### src/rtl/mem_port_arbiter.sv
// mem_port_arbiter
//   Shares one single-port unified memory between the instruction fetch port
//   (I) and the load/store port (D). Only one transaction is in flight at a
//   time. D has priority over I. After STARVE_MAX consecutive D grants while
//   I was waiting, I is forced through. A taken-branch flush cancels an
//   in-flight fetch so that its response is never delivered.
//
//   Ports
//     clk, rst                      clock, asynchronous active-high reset
//     i_req_valid/ready/addr        fetch request handshake
//     i_flush                       cancel in-flight fetch, blocks new fetch
//     i_rsp_valid/data              fetch response (1-cycle pulse)
//     d_req_valid/ready/we/addr/wdata  load/store request handshake
//     d_rsp_valid/data              load data / store completion (1-cycle pulse)
//     mem_en/we/addr/wdata, mem_rdata  memory interface (MEM_LAT read latency)
//     busy                          a transaction is in progress
module mem_port_arbiter #(
  parameter int ADDR_W     = 10,
  parameter int DATA_W     = 32,
  parameter int MEM_LAT    = 2,
  parameter int STARVE_MAX = 3
) (
  input  logic              clk,
  input  logic              rst,
  input  logic              i_req_valid,
  output logic              i_req_ready,
  input  logic [ADDR_W-1:0] i_req_addr,
  input  logic              i_flush,
  output logic              i_rsp_valid,
  output logic [DATA_W-1:0] i_rsp_data,
  input  logic              d_req_valid,
  output logic              d_req_ready,
  input  logic              d_req_we,
  input  logic [ADDR_W-1:0] d_req_addr,
  input  logic [DATA_W-1:0] d_req_wdata,
  output logic              d_rsp_valid,
  output logic [DATA_W-1:0] d_rsp_data,
  output logic              mem_en,
  output logic              mem_we,
  output logic [ADDR_W-1:0] mem_addr,
  output logic [DATA_W-1:0] mem_wdata,
  input  logic [DATA_W-1:0] mem_rdata,
  output logic              busy
);

  localparam int CW = (MEM_LAT < 2) ? 1 : $clog2(MEM_LAT);
  localparam int SW = (STARVE_MAX < 2) ? 1 : $clog2(STARVE_MAX + 1);
  localparam logic [CW-1:0] LAT_LAST   = CW'(MEM_LAT - 1);
  localparam logic [SW-1:0] STARVE_TOP = SW'(STARVE_MAX);

  typedef enum logic [1:0] {S_IDLE, S_ACCESS, S_WAIT} state_t;

  state_t            r_state;
  state_t            w_state_nxt;
  logic [SW-1:0]     r_starve;
  logic [CW-1:0]     r_lat_cnt;
  logic              r_cancel;
  logic              r_owner_d;
  logic              r_we;
  logic [ADDR_W-1:0] r_addr;
  logic [DATA_W-1:0] r_wdata;
  logic              r_i_rsp_valid;
  logic [DATA_W-1:0] r_i_rsp_data;
  logic              r_d_rsp_valid;
  logic [DATA_W-1:0] r_d_rsp_data;

  logic w_idle;
  logic w_i_elig;
  logic w_starved;
  logic w_d_win;
  logic w_i_grant;
  logic w_d_grant;
  logic w_last_wait;

  // Arbitration: a flushing fetch is not eligible; D wins unless I is starved.
  assign w_idle      = (r_state == S_IDLE) && !rst;
  assign w_i_elig    = i_req_valid && !i_flush;
  assign w_starved   = (r_starve == STARVE_TOP);
  assign w_d_win     = d_req_valid && !(w_i_elig && w_starved);
  assign d_req_ready = w_idle && w_d_win;
  assign i_req_ready = w_idle && w_i_elig && !w_d_win;
  assign w_d_grant   = d_req_valid && d_req_ready;
  assign w_i_grant   = i_req_valid && i_req_ready;
  assign w_last_wait = (r_state == S_WAIT) && (r_lat_cnt == LAT_LAST);

  assign busy        = (r_state != S_IDLE);
  assign i_rsp_valid = r_i_rsp_valid;
  assign i_rsp_data  = r_i_rsp_data;
  assign d_rsp_valid = r_d_rsp_valid;
  assign d_rsp_data  = r_d_rsp_data;

  always_comb begin
    w_state_nxt = r_state;
    mem_en      = 1'b0;
    mem_we      = 1'b0;
    mem_addr    = '0;
    mem_wdata   = '0;
    case (r_state)
      S_IDLE:   if (w_i_grant || w_d_grant) w_state_nxt = S_ACCESS;
      S_ACCESS: begin
        mem_en      = 1'b1;
        mem_we      = r_we;
        mem_addr    = r_addr;
        mem_wdata   = r_wdata;
        w_state_nxt = r_we ? S_IDLE : S_WAIT;
      end
      S_WAIT:   if (w_last_wait) w_state_nxt = S_IDLE;
      default:  w_state_nxt = S_IDLE;
    endcase
  end

  // Request latch: captured on the handshake, consumed in ACCESS.
  always_ff @(posedge clk) begin
    if (w_i_grant || w_d_grant) begin
      r_owner_d <= w_d_grant;
      r_we      <= w_d_grant && d_req_we;
      r_addr    <= w_d_grant ? d_req_addr : i_req_addr;
      r_wdata   <= d_req_wdata;
    end
  end

  // Control and registered responses.
  always_ff @(posedge clk or posedge rst) begin
    if (rst) begin
      r_state       <= S_IDLE;
      r_starve      <= '0;
      r_lat_cnt     <= '0;
      r_cancel      <= 1'b0;
      r_i_rsp_valid <= 1'b0;
      r_i_rsp_data  <= '0;
      r_d_rsp_valid <= 1'b0;
      r_d_rsp_data  <= '0;
    end else begin
      r_state       <= w_state_nxt;
      r_i_rsp_valid <= 1'b0;
      r_d_rsp_valid <= 1'b0;

      if (w_i_grant) begin
        r_starve <= '0;
      end else if (w_d_grant) begin
        if (!i_req_valid)    r_starve <= '0;
        else if (!w_starved) r_starve <= r_starve + SW'(1);
      end

      // Cancel lives only for the duration of the fetch it belongs to.
      if (w_state_nxt == S_IDLE)                          r_cancel <= 1'b0;
      else if (r_state != S_IDLE && !r_owner_d && i_flush) r_cancel <= 1'b1;

      if (r_state == S_ACCESS)    r_lat_cnt <= '0;
      else if (r_state == S_WAIT) r_lat_cnt <= r_lat_cnt + CW'(1);

      if (r_state == S_ACCESS && r_we) begin
        r_d_rsp_valid <= 1'b1;
        r_d_rsp_data  <= '0;
      end

      // A flush arriving in the final wait cycle also kills the fetch.
      if (w_last_wait) begin
        if (r_owner_d) begin
          r_d_rsp_valid <= 1'b1;
          r_d_rsp_data  <= mem_rdata;
        end else if (!r_cancel && !i_flush) begin
          r_i_rsp_valid <= 1'b1;
          r_i_rsp_data  <= mem_rdata;
        end
      end
    end
  end

endmodule
### config.mk
export PLATFORM = sky130hd
export DESIGN_NAME = mem_port_arbiter
export DESIGN_NICKNAME = d
export VERILOG_FILES = /design/src/rtl/mem_port_arbiter.sv
export SDC_FILE = /design/constraint.sdc
export NUM_CORES = 1
export LEC_CHECK = 0
export BUFFER_PORTS_ARGS = -buffer_cell sky130_fd_sc_hd__buf_2
export CELL_PAD_IN_SITES_DETAIL_PLACEMENT = 1
export CELL_PAD_IN_SITES_GLOBAL_PLACEMENT = 2
export CORE_ASPECT_RATIO = 2
export CORE_MARGIN = 8
export CORE_UTILIZATION = 27
export DETAILED_ROUTE_END_ITERATION = 10
export GPL_ROUTABILITY_DRIVEN = 1
export GPL_TIMING_DRIVEN = 0
export PLACE_DENSITY_LB_ADDON = 0.25
export SYNTH_ARGS = -nofsm -noshare
export SYNTH_HDL_FRONTEND = slang
export SYNTH_SLANG_ARGS = --single-unit
### constraint.sdc
create_clock -name clk -period 2.2 [get_ports clk]
set_input_delay 0.44 -clock clk [delete_from_list [all_inputs] [get_ports clk]]
set_output_delay 0.44 -clock clk [all_outputs]
set_load 0.02 [all_outputs]
==> results.toml, run 1 <==
[cells_and_area]
num_antenna_cells = 0
areaGrowthSynthToFinish_pct = 46.2
fillCellCount = 1812
multi_input_area_um2 = 1350
fin_cells = 745
nets = 621
drive_gt1_share_pct = 56.9
regArea_um2 = 3120

[yosys]
synth.distinct_cells = 30
syn_area_um2 = 4570
ys_ff_latch = 116
synth_cells = 295
yosysWarnings = 0
synth.area.top_cells = "dfrtp_1, edfxtp_1, mux2_2"
seq_area_frac_synth_pct = 68.3
synth_top_area_share_pct = 39.4
synth_fp_nets = 390
yosys.area.top_type = "dfrtp_1"
avgSynthCellArea_um2 = 15.5

[die]
row_count = 67
dieArea_um2 = 21600
die_w_um = 108
core_um2 = 16700
die_h_um = 200
initial_core_util_pct = 27.4
io_pins = 203

[grt]
grt_max_degree = 39
grt_usage_pct = 13.5
grt_pass1_wl_mm = 22.0
grt_pass1_vias = 3944
grt.overflow.total = 0
antenna_found_initial = 0

[clock_tree]
clkLatencyLatePin_ns = 0.40
htree_levels = 4
cts_tree = "done"
clk_pin_slew_ns = 0.05
cts.sinks = 116
clock-root-buffer = "clkbuf_16"
cts_buffer_depth = 2
cts_inserted_buffers = 17

[critical_path]
slowest_delay_ns = 0.41
critPathSlowestCell = "dfrtp_1"
r2r-start = "r_state[0]"
crit_path_max_fanout = 3
startpoint = "r_state[0]"
startpoint_type = "flip-flop"
rr_endpoint = "r_wdata[12]"
reg2reg_slack_ns = 0.15
setup.worst_path.end_class = "output port"
crit_end = "d_req_ready"
cp_cell_sequence = "inv_2 > ha_4 > and2b_2 > nand2_2 > a21o_1 > buf_6 > inv_2 > buf_6"
arrival_ns = 1.71
ff2ff_path_depth = 6
required_ns = 1.76
path_class = "flip-flop to output port"

[timing]
rsz0062_at_grt = "true"
period_needed_ns = 2.15
finalSetupViolCount = 0
clock.fmax_mhz = 464
worst_clock_skew_ns = 0.00944
hold_viol_final = 0
report.final.slew_viol_count = 0
post-route-period-util_pct = 97.9
worst_pin_slew_ns = 0.829
relSlewSlack_pct = 44.6

[detailed_routing]
firstDrtPassIters = 4
vias_per_cell = 4.46
finalWirelength_mm = 14.3
detail-route-antenna-nets = 0
wl_per_cell_um = 19.2
drt-initial-drc-count = 71
drc = 0
vias = 3326

[power_and_ir_drop]
p_per_area_nw_per_um2 = 1500
p_sw_share_pct = 35.8
design_power_total_mw = 10.0
power_frac_clock_pct = 26.7
p_seq_share_pct = 33.8
comb_power_share_pct = 39.5
cell_internal_pwr_mw = 6.43
p_leak_nw = 3.29
p_switching_mw = 3.58
ir_drop_mv = 0.600

[placed_design]
io_buffers = 202
post-place-cells = 705
dp_hpwl_mm = 10.9
gp_congestion = 0.738

[job]
max_cap_viol_count = 0

[min_path]
hold_path.class = "input pin to async pin"

[status]
outcome = "finished, final reports clean"
what timing repair did:
item,CTS,global route
resized for setup,25,36
hold buffers,0,0
setup buffers,6,2
setup endpoints to repair,89,85
pin swaps,1,2
gates cloned,1,0
critical path, delay by kind of cell, from the launching register on:
kind,cells,cell delay [ns]
and+or+nand+nor,2,0.21
DFF,1,0.41
buffers and inverters,4,0.35
adders and majority gates,1,0.15
AOI/OAI and AO/OA,1,0.18
layer usage:
layer / wire, um / GRT usage (%) / vias to the layer above
li1: - / - / 1524
met1: 4840 / 13.2 / 1650
met2: 8020 / 24.7 / 138
met3: 1180 / 4.28 / 14
met4: 286 / 6.26 / 0
met5: 0 / 0 / -
state kept, by name, summed over array words and instances (netlist names):
| register | flops |
|---|---|
| r_starve | 2 |
| r_cancel | 1 |
| i_rsp_data | 32 |
| r_we | 1 |
| r_addr | 10 |
| r_lat_cnt | 1 |
| d_rsp_data | 32 |
| r_wdata | 32 |
| d_rsp_valid | 1 |
| r_owner_d | 1 |
| i_rsp_valid | 1 |
| r_state | 2 |
synth_stat cells:
cell / instances
dfrtp_1: 72
and2_1: 44
edfxtp_1: 44
mux2_2: 34
a22o_1: 33
inv_1: 9
mux2_4: 8
clkbuf_1: 7
buf_2: 5
ha_1: 5
nand2_1: 5
buf_6: 4
nor2_1: 3
nor2b_1: 3
a21oi_1: 2
and3_1: 2
o21ai_0: 2
a211oi_1: 1
a21o_1: 1
a221oi_1: 1
a311oi_1: 1
and2b_1: 1
mux2_1: 1
nand3_1: 1
nand4_1: 1
nor2_2: 1
nor4_4: 1
o21ai_1: 1
o22ai_1: 1
o31ai_1: 1
power by group through the flow:
stage | clock [mW] | combinational [mW] | sequential (mW)
3_3_place_gp | 0 | 3.62 | 3.38
2_1_floorplan | 0 | 1.56 | 4.07
6_report | 2.67 | 3.96 | 3.38
3_5_place_dp | 0 | 3.68 | 3.42
5_1_grt | 2.84 | 4.28 | 3.49
4_1_cts | 2.77 | 3.92 | 3.39
cells by family after synthesis:
group,synth area share [%]
flip-flops,68.3
AO/OA/AOI/OAI,7.88
multiplexers,11.2
AND/OR/NAND/NOR,8.37
buffers and inverters,2.85
adder cells (fa/ha/maj),1.37
through the flow:
| step | setup WS (ns) | hold slack, ns | TNS (ns) | utilization, % | instance area [um^2] |
|---|---|---|---|---|---|
| floorplan | 0.109 | 0.467 | 0 | - | 4580 |
| CTS | -0.00396 | 0.182 | -0.0218 | 39.4 | 6580 |
| finish | 0.0453 | 0.197 | 0 | 40.1 | 6690 |
| global placement | -0.380 | 0.466 | -17.42 | 35.1 | 5850 |
| detailed placement | -0.446 | 0.477 | -20.82 | 35.2 | 5870 |
| global route | -0.0439 | 0.188 | -0.600 | 40.1 | 6690 |
layout by cell type, fill, tap and decap left out, types with 7 or more instances in the layout:
| master | Yosys | routed |
|---|---|---|
| clkbuf_8 | 0 | 9 |
| mux2_2 | 34 | 34 |
| buf_2 | 5 | 173 |
| buf_4 | 0 | 40 |
| and2_1 | 44 | 44 |
| edfxtp_1 | 44 | 44 |
| a22o_1 | 33 | 33 |
| clkbuf_1 | 7 | 7 |
| clkbuf_16 | 0 | 18 |
| mux2_4 | 8 | 8 |
| dfrtp_1 | 72 | 72 |
how the worst min path moves through the flow:
stage          slack (ns)             to
2_1_floorplan        0.47    r_starve[1]
3_3_place_gp         0.47  i_rsp_data[8]
3_5_place_dp         0.48  d_rsp_data[3]
4_1_cts              0.18     r_wdata[0]
5_1_grt              0.19    r_wdata[31]
6_report             0.20    i_rsp_valid
area by class of cell:
type	instances	share of cell area (%)
Sequential cell	116	46.7
Buffer	16	2.21
Timing Repair inverter	1	0.112
Clock buffer	28	8.05
Clock inverter	3	0.599
Multi-Input combinational cell	154	20.2
Tap cell	207	3.87
Inverter	9	0.618
Timing Repair Buffer	211	17.6
No activity file was read; power rests on OpenSTA's default activity.
==> run 2, diff against run 1 <==
--- a/config.mk
+++ b/config.mk
@@ -8,7 +8,6 @@
 export BUFFER_PORTS_ARGS = -buffer_cell sky130_fd_sc_hd__buf_2
 export CELL_PAD_IN_SITES_DETAIL_PLACEMENT = 1
 export CELL_PAD_IN_SITES_GLOBAL_PLACEMENT = 2
-export CORE_ASPECT_RATIO = 2
 export CORE_MARGIN = 8
 export CORE_UTILIZATION = 27
 export DETAILED_ROUTE_END_ITERATION = 10
==> constraint.sdc (replaced) <==
create_clock -name clk -period 2.2 [get_ports clk]
set_input_delay 0 -clock clk [delete_from_list [all_inputs] [get_ports clk]]
set_output_delay 0 -clock clk [all_outputs]
set_load 0.02 [all_outputs]
==> results.toml, run 2 (same netlist as run 1, synthesis figures left out) <==
[power_and_ir_drop]
p_per_area_nw_per_um2 = 1360
p_sw_share_pct = 35.8
cell_internal_pwr_mw = 6.53
power_frac_clock_pct = 29.5
p_seq_share_pct = 33.3
p_switching_mw = 3.63
p_leak_nw = 3.64
ir_drop_mv = 0.501
comb_power_share_pct = 37.2

[grt]
grt_pass1_wl_mm = 23.5
grt_usage_pct = 14.0
grt_pass1_vias = 4114
grt.overflow.total = 0
grt_max_degree = 55
antenna_found_initial = 0

[critical_path]
arrival_ns = 2.07
slowest_delay_ns = 0.42
cp_cell_sequence = "inv_1 > ha_1 > clkbuf_2 > clkbuf_1 > and2_1 > buf_2"
startpoint_type = "flip-flop"
required_ns = 2.20
critPathSlowestCell = "dfrtp_1"
setup.worst_path.end_class = "output port"
crit_path_max_fanout = 10
path_class = "flip-flop to output port"

[cells_and_area]
final_cell_mix = "buf_2, dlygate4sd3_1, dfrtp_1, and2_1, edfxtp_1"
fin_cells = 839
final_common_cell = "buf_2"
areaGrowthSynthToFinish_pct = 63.2
num_antenna_cells = 0
nets = 701
drive_gt1_share_pct = 48.0
final_area_um2 = 7460

[timing]
period_needed_ns = 2.07
report.final.slew_viol_count = 0
relSlewSlack_pct = 61.6
worst_pin_slew_ns = 0.572
hold_viol_final = 0
rsz0062_at_grt = "true"
finalSetupViolCount = 0
post-route-period-util_pct = 94.2
worst_clock_skew_ns = 0.00692
clock.fmax_mhz = 482
whs_ns = 0.0177

[die]
die_h_um = 146
dieArea_um2 = 21400
initial_core_util_pct = 27.6
io_pins = 203
core_um2 = 16600
die_w_um = 146
row_count = 47

[placed_design]
post-place-cells = 718
place_area_um2 = 5900
dp_hpwl_mm = 10.3
io_buffers = 202
gp_congestion = 0.688

[clock_tree]
cts_tree = "done"
clkLatencyLatePin_ns = 0.40
clk_pin_slew_ns = 0.05
cts_buffer_depth = 2
clock-root-buffer = "clkbuf_16"
htree_levels = 4
cts.sinks = 116
cts_inserted_buffers = 17

[status]
outcome = "finished, final reports clean"

[detailed_routing]
drt-initial-drc-count = 109
detail-route-antenna-nets = 0
drc = 0
wl_per_cell_um = 17.4
finalWirelength_mm = 14.6
vias = 3589
firstDrtPassIters = 4
vias_per_cell = 4.28

[min_path]
hold_path.class = "input pin to flip-flop"

[job]
max_cap_viol_count = 0
-- run 2: changes by cell type in the layout (fill, tap and decap cells not counted), sizes merged --
cell,delta
buf,-8
inv,+4
bufinv,+2
clkinv,+1
clkbuf,-6
dlygate4sd3,+88
-- run 2: final cells by class --
class / count / area (um^2)
Sequential cell: 116 / 3120
Timing Repair inverter: 1 / 7.51
Clock inverter: 10 / 136
Buffer: 16 / 100
Multi-Input combinational cell: 154 / 1350
Fill cell: 1782 / 9120
Timing Repair Buffer: 291 / 1920
Inverter: 9 / 40.0
Clock buffer: 22 / 518
Tap cell: 220 / 275
-- run 2: power by group through the flow --
stage | combinational [mW] | clock, mW | sequential, mW
2_1_floorplan | 1.56 | 0 | 4.07
3_3_place_gp | 3.59 | 0 | 3.40
4_1_cts | 3.84 | 3.08 | 3.39
6_report | 3.78 | 3.00 | 3.38
5_1_grt | 4.08 | 3.18 | 3.49
3_5_place_dp | 3.67 | 0 | 3.42
-- run 2: metrics by stage --
stage | setup TNS, ns | power, mW | utilization (%) | setup slack, ns
floorplan | 0 | 5.63 | - | 0.109
global placement | -57.72 | 6.99 | 35.4 | -0.585
detailed placement | -18.53 | 7.09 | 35.6 | -0.425
CTS | 0 | 10.3 | 44.9 | 0.0155
global route | -0.0844 | 10.8 | 45.0 | -0.0215
finish | 0 | 10.2 | 45.0 | 0.127
-- run 2: critical path, delay by kind of cell, from the launching register on --
family                   cells  cell delay [ns]
buffers and inverters        4             0.87
flip-flops                   1             0.42
adder cells (fa/ha/maj)      1             0.19
AND/OR/NAND/NOR              1             0.19
-- run 2: repair_timing --
action | in CTS | in global routing
cloned | 1 | 0
gates resized for setup | 6 | 3
setup buffers | 0 | 0
setup endpoints to repair | 62 | 45
hold buffers | 88 | 0
endpoints found under the hold margin | 182 | 0
-- run 2: routing by layer --
metal  GRT usage, %  wire (um)  part of all wire, %  up-vias
met5              0          0                    0        -
met4           5.31        250                  1.7        0
met3           3.83        621                  4.3       16
met2           25.0       7810                   54       91
met1           15.4       5890                   40     1790
li1               -          -                    -     1692
-- run 2: path summary, 6_finish.rpt --
path / from / slack [ns] / endpoint / cells after the start
setup / recovery: r_state[1] / 0.13 / mem_wdata[25] / 6
hold / removal: d_req_valid / 0.02 / r_state[0] / 3
setup reg to reg: r_state[1] / 0.15 / r_wdata[30] / 5
hold reg to reg: d_rsp_data[16] / 0.50 / d_rsp_data[16] / 1
max in group asynchronous: rst / 1.54 / d_rsp_data[31] / 4
min in group asynchronous: rst / 0.10 / r_starve[0] / 3
